`src/rtl/fifo_param_sync.sv`:
```
// Parametrised single-clock FIFO with any depth and programmable flags.
// Offers a registered read mode and a first-word-fall-through read mode.
module fifo_param_sync #(
  parameter int FIFO_WIDTH = 16,
  parameter int FIFO_DEPTH = 8,
  parameter int AF_LEVEL   = FIFO_DEPTH - 1,
  parameter int AE_LEVEL   = 1,
  parameter int FWFT       = 0,
  localparam int CW        = $clog2(FIFO_DEPTH + 1)
) (
  input  logic                  clk,
  input  logic                  rst_n,
  input  logic [FIFO_WIDTH-1:0] data_in,
  input  logic                  wr_en,
  input  logic                  rd_en,
  output logic [FIFO_WIDTH-1:0] data_out,
  output logic                  wr_ack,
  output logic                  overflow,
  output logic                  underflow,
  output logic                  full,
  output logic                  empty,
  output logic                  almostfull,
  output logic                  almostempty,
  output logic [CW-1:0]         count
);

  localparam int AW = (FIFO_DEPTH > 1) ? $clog2(FIFO_DEPTH) : 1;

  typedef logic [AW-1:0] ptr_t;

  localparam ptr_t          LAST    = ptr_t'(FIFO_DEPTH - 1);
  localparam logic [CW-1:0] DEPTH_C = CW'(FIFO_DEPTH);
  localparam logic [CW-1:0] AF_C    = CW'(AF_LEVEL);
  localparam logic [CW-1:0] AE_C    = CW'(AE_LEVEL);

  if (FIFO_WIDTH < 1 || FIFO_DEPTH < 2) begin : g_bad_size
    $fatal(1, "fifo_param_sync: bad width/depth");
  end

  if (!(AE_LEVEL > 0 && AE_LEVEL < AF_LEVEL &&
        AF_LEVEL < FIFO_DEPTH)) begin : g_bad_lvl
    $fatal(1, "fifo_param_sync: bad AE/AF levels");
  end

  logic [FIFO_WIDTH-1:0] mem [FIFO_DEPTH];
  ptr_t                  wr_ptr;
  ptr_t                  rd_ptr;
  logic                  wr_do;
  logic                  rd_do;

  // Explicit wrap so non-power-of-2 depths work.
  function automatic ptr_t nxt(input ptr_t p);
    return (p == LAST) ? '0 : p + ptr_t'(1);
  endfunction

  assign full        = (count == DEPTH_C);
  assign empty       = (count == '0);
  assign almostfull  = (count >= AF_C) && !full;
  assign almostempty = !empty && (count <= AE_C);

  assign wr_do = wr_en && !full;
  assign rd_do = rd_en && !empty;

  always_ff @(posedge clk) begin
    if (wr_do) mem[wr_ptr] <= data_in;
  end

  always_ff @(posedge clk or negedge rst_n) begin
    if (!rst_n) begin
      wr_ptr    <= '0;
      rd_ptr    <= '0;
      count     <= '0;
      wr_ack    <= 1'b0;
      overflow  <= 1'b0;
      underflow <= 1'b0;
    end else begin
      wr_ack    <= wr_do;
      overflow  <= wr_en && full;
      underflow <= rd_en && empty;
      if (wr_do) wr_ptr <= nxt(wr_ptr);
      if (rd_do) rd_ptr <= nxt(rd_ptr);
      case ({wr_do, rd_do})
        2'b10:   count <= count + CW'(1);
        2'b01:   count <= count - CW'(1);
        default: count <= count;
      endcase
    end
  end

  if (FWFT != 0) begin : g_fwft
    assign data_out = empty ? '0 : mem[rd_ptr];
  end else begin : g_reg
    logic [FIFO_WIDTH-1:0] dout_q;

    always_ff @(posedge clk or negedge rst_n) begin
      if (!rst_n)     dout_q <= '0;
      else if (rd_do) dout_q <= mem[rd_ptr];
    end

    assign data_out = dout_q;
  end

endmodule
```
`config.mk`:
```
export PLATFORM = sky130hd
export DESIGN_NAME = fifo_param_sync
export DESIGN_NICKNAME = d
export VERILOG_FILES = /design/src/rtl/fifo_param_sync.sv
export SDC_FILE = /design/constraint.sdc
export NUM_CORES = 1
export LEC_CHECK = 0
export ABC_AREA = 1
export ABC_CLOCK_PERIOD_IN_PS = 2300
export CAP_MARGIN = 30
export CORE_ASPECT_RATIO = 0.9
export CORE_MARGIN = 5
export CORE_UTILIZATION = 30
export DETAILED_ROUTE_END_ITERATION = 12
export PLACE_DENSITY_LB_ADDON = 0.25
export SLEW_MARGIN = 10
export SYNTH_ARGS = -nofsm -noshare
export SYNTH_HDL_FRONTEND = slang
export SYNTH_SLANG_ARGS = --single-unit
```
`constraint.sdc`:
```
create_clock -name clk -period 2.3 [get_ports clk]
set_clock_uncertainty 0.15 [all_clocks]
set_input_delay 0.46 -clock clk [delete_from_list [all_inputs] [get_ports clk]]
set_output_delay 0.46 -clock clk [all_outputs]
set_load 0.005 [all_outputs]
```
==> impl_metrics.csv <==
group,metric,value,unit
worst_hold_path,worstHoldPathCells,2,
yosys,synthesis.nets,682,
routing,wl,15130,um
yosys,syn_area,0.006783,mm2
setup_path,crit_start,"count[0]",
setup_path,max_stage_delay,0.40,ns
routing,drc,0,
yosys,syn_area_per_cell,10.39,um2
yosys,yosys.area.top_type,"edfxtp_1",
yosys,yosysSeqAreaShare,67.37,%
setup_path,crit_type,"flip-flop to output pin",
setup_path,cp_max_fo,3,
clock_tree,cts.path.max_buffers,2,
placement,io_buffer_count,46,
cells_and_area,final_cell_area,0.008363,mm2
routing,first_pass_iters,5,
setup_path,crit_top_cell,"inv_2",
routing,wl_per_cell,14.62,um
global_routing,grt_overflow,0,
clock_tree,cts.clk_slew.worst_paths,0.06,ns
setup_path,worstSetupStartpointType,"flip-flop",
cells_and_area,area_growth,23.30,%
timing,rsz0062_at_grt,"false",
timing,setup_viol,0,
setup_path,reg2reg_from,"count[0]",
setup_path,crit_path_end_kind,"output pin",
pwr,seqPwrFrac,38.5,%
yosys,yosysWarnings,0,
setup_path,arrival,1.58,ns
cells_and_area,antennaDiodeCount,0,
yosys,yosysTopAreaCellShare,56.67,%
placement,place.gp.congestion,0.7753,
timing,slew_headroom,47.57,%
outcome,status,"finished clean",
pwr,p_clk_share,26.3,%
floorplanning,initial_core_util,30.31,%
routing,avgViaCountPerCell,4.258,
routing,vias,4407,
floorplanning,coreArea,0.02238,mm2
setup_path,critical_path_required,1.69,ns
clock_tree,h-tree-depth,4,
pwr,intPower,6.567,mW
placement,placed_area,0.007732,mm2
floorplanning,ios,47,
timing,fin_crit,2.188,ns
yosys,ys_seq_elements,157,
routing,ant_nets,0,
routing,first_iter_violations,269,
global_routing,grtUsageTotal,12.29,%
timing,hold_violations,0,
setup_path,cpMaxStageDelayCell,"dfrtp_1",
clock_tree,cts.sinks,157,
yosys,synthDistinctLibCells,27,
timing,tightest_slew,0.7816,ns
floorplanning,rows,52,
pwr,ir_drop,0.5788,mV
yosys,syn-instance-count,653,
timing,final_max_slew_viol_count,0,
global_routing,grt_pass1_vias,4390,
cells_and_area,seq_area,0.004572,mm2
pwr,power.switching_fraction,34.98,%
cells_and_area,final_core_util,37.37,%
global_routing,antenna_found_initial,0,
pwr,powerDensity,1208,mW/mm2
global_routing,grt_max_degree,34,
setup_path,ff2ff_path_depth,13,
cells_and_area,finalNetCount,755,
clock_tree,clock_latency,0.42,ns
floorplanning,fp.dieH,152.6,um
worst_hold_path,worstHoldStart,"data_out[14]",
global_routing,grt_pass1_wl,24320,um
clock_tree,root_buffer,"clkbuf_16",
floorplanning,die_area,0.02572,mm2
pwr,power_leakage,3.620,nW
clock_tree,tritoncts,"built",
timing,fin_crit_sh,95.11,%
yosys,synth_area_leaders,"edfxtp_1 57%, nand2_1 12%, dfrtp_1 11%",
cells_and_area,multi_input_area,0.001629,mm2
pwr,p_switching,3.533,mW
floorplanning,die_w,168.5,um
cells_and_area,drive_gt1_share,13.01,%
setup_path,r2r_slack,0.25,ns
clock_tree,cts_inserted_buffers,17,
timing,max_freq,457.1,MHz
worst_hold_path,hold_class,"flip-flop to flip-flop",
flow_run,drv_cap,0,
cells_and_area,fillers,2203,
placement,dp_hpwl,9554,um
pwr,pwr-share-comb,35.1,%
setup_path,cp_cell_sequence,"buf_4 -> inv_2 -> ha_4 -> nand3_2 -> inv_2 -> dlygate4sd2_1",
## critical path, delay by kind of cell (launching register included)
family | cells | cell delay [ns]
simple gates | 1 | 0.10
buf+inv | 4 | 0.53
fa+ha+maj | 1 | 0.14
flops | 1 | 0.40
## Yosys cell counts
master / number
nand3_1: 98
clkbuf_1: 4
inv_2: 6
o21ai_0: 9
nand4_1: 1
xor2_1: 1
xnor2_1: 2
nor2_8: 1
nand3_2: 1
o22ai_1: 1
o211ai_1: 1
clkinv_1: 1
nor2_4: 3
buf_4: 9
dfrtp_1: 29
nor2_1: 11
inv_1: 112
inv_4: 1
nand2_1: 208
nor3_1: 1
ha_1: 9
buf_2: 11
edfxtp_1: 128
a21oi_1: 1
buf_6: 2
buf_1: 1
nand2_2: 1
## area by class of cell
type / instances / share of cell area (%)
sequential: 157 / 54.67
multi-input combinational: 349 / 19.48
timing repair buffer: 81 / 9.306
inverter: 120 / 5.416
clock buffer: 17 / 5.087
tap: 297 / 4.443
clock inverter: 14 / 1.601
## power by group through the flow
stage	logic (mW)	registers [mW]	clock network, mW
6_report	3.55	3.89	2.66
5_1_grt	4.01	3.95	2.87
4_1_cts	3.60	3.89	2.74
3_5_place_dp	3.47	3.96	0
3_3_place_gp	3.45	3.96	0
2_1_floorplan	2.13	3.93	0
## what timing repair did
item,CTS,global route
pin swaps,2,1
buffers inserted,6,1
gates resized for setup,15,4
hold endpoints to repair,12,0
endpoints found under the setup margin,4,2
cloned,0,0
hold buffers,1,0
## state kept, by name (all words and copies together), names as in the netlist
register / flops
rd_ptr: 3
count: 4
mem: 128
wr_ptr: 3
wr_ack: 1
data_out: 16
overflow: 1
underflow: 1
## per-stage QoR
stage	power, mW	std cells	TNS, ns	setup WS (ns)	hold WS [ns]
detailed placement	7.435	996	0	0.1166	0.2875
global route	10.83	1035	0	0.007451	0.3584
finish	10.10	1035	0	0.1124	0.3302
CTS	10.23	1034	0	0.003778	0.3362
global placement	7.409	996	0	0.1198	0.2892
floorplan	6.055	653	-10.33	-0.1614	0.01441
## final timing paths
path,end
max in group asynchronous,overflow
worst max-delay path,full
min in group asynchronous,data_out[4]
worst max register to register,count[3]
worst min-delay path,data_out[14]
worst min register to register,data_out[14]
## cells in the final DEF (no fill, tap or decap), types with 2 or more instances in the layout
master and instances:
dfrtp_2 2, dfrtp_1 27, nand2_1 208, clkdlybuf4s50_1 41, inv_1 108, nor2_4 3
clkinvlp_4 4, edfxtp_1 128, o21ai_0 7, nor2_2 8, ha_1 8, nand3_1 98
clkbuf_16 17, inv_6 6, buf_12 5, dlygate4sd2_1 2, clkinv_2 2, buf_4 27
nor2_1 3, inv_2 10, clkbuf_2 2, o21ai_1 2, buf_6 2, xnor2_1 2
## logic make-up (layout without fill, tap and decap cells)
family / Yosys count / count (layout) / share of synthesized area, %
buf+inv: 147 / 232 / 9.094
flops: 157 / 157 / 67.37
compound gates: 12 / 12 / 0.9408
xor+xnor: 3 / 3 / 0.3875
simple gates: 325 / 325 / 20.55
fa+ha+maj: 9 / 9 / 1.660
## routing by layer
metal  part of all wire [%]  up-vias  global-route usage (%)
met3                    4.1       12                   2.905
met2                     45       80                   19.09
met5                      0        -                       0
met1                     49     2076                   17.15
li1                       -     2239                       -
met4                    1.1        0                   3.709
No activity file was read; power rests on OpenSTA's default activity.
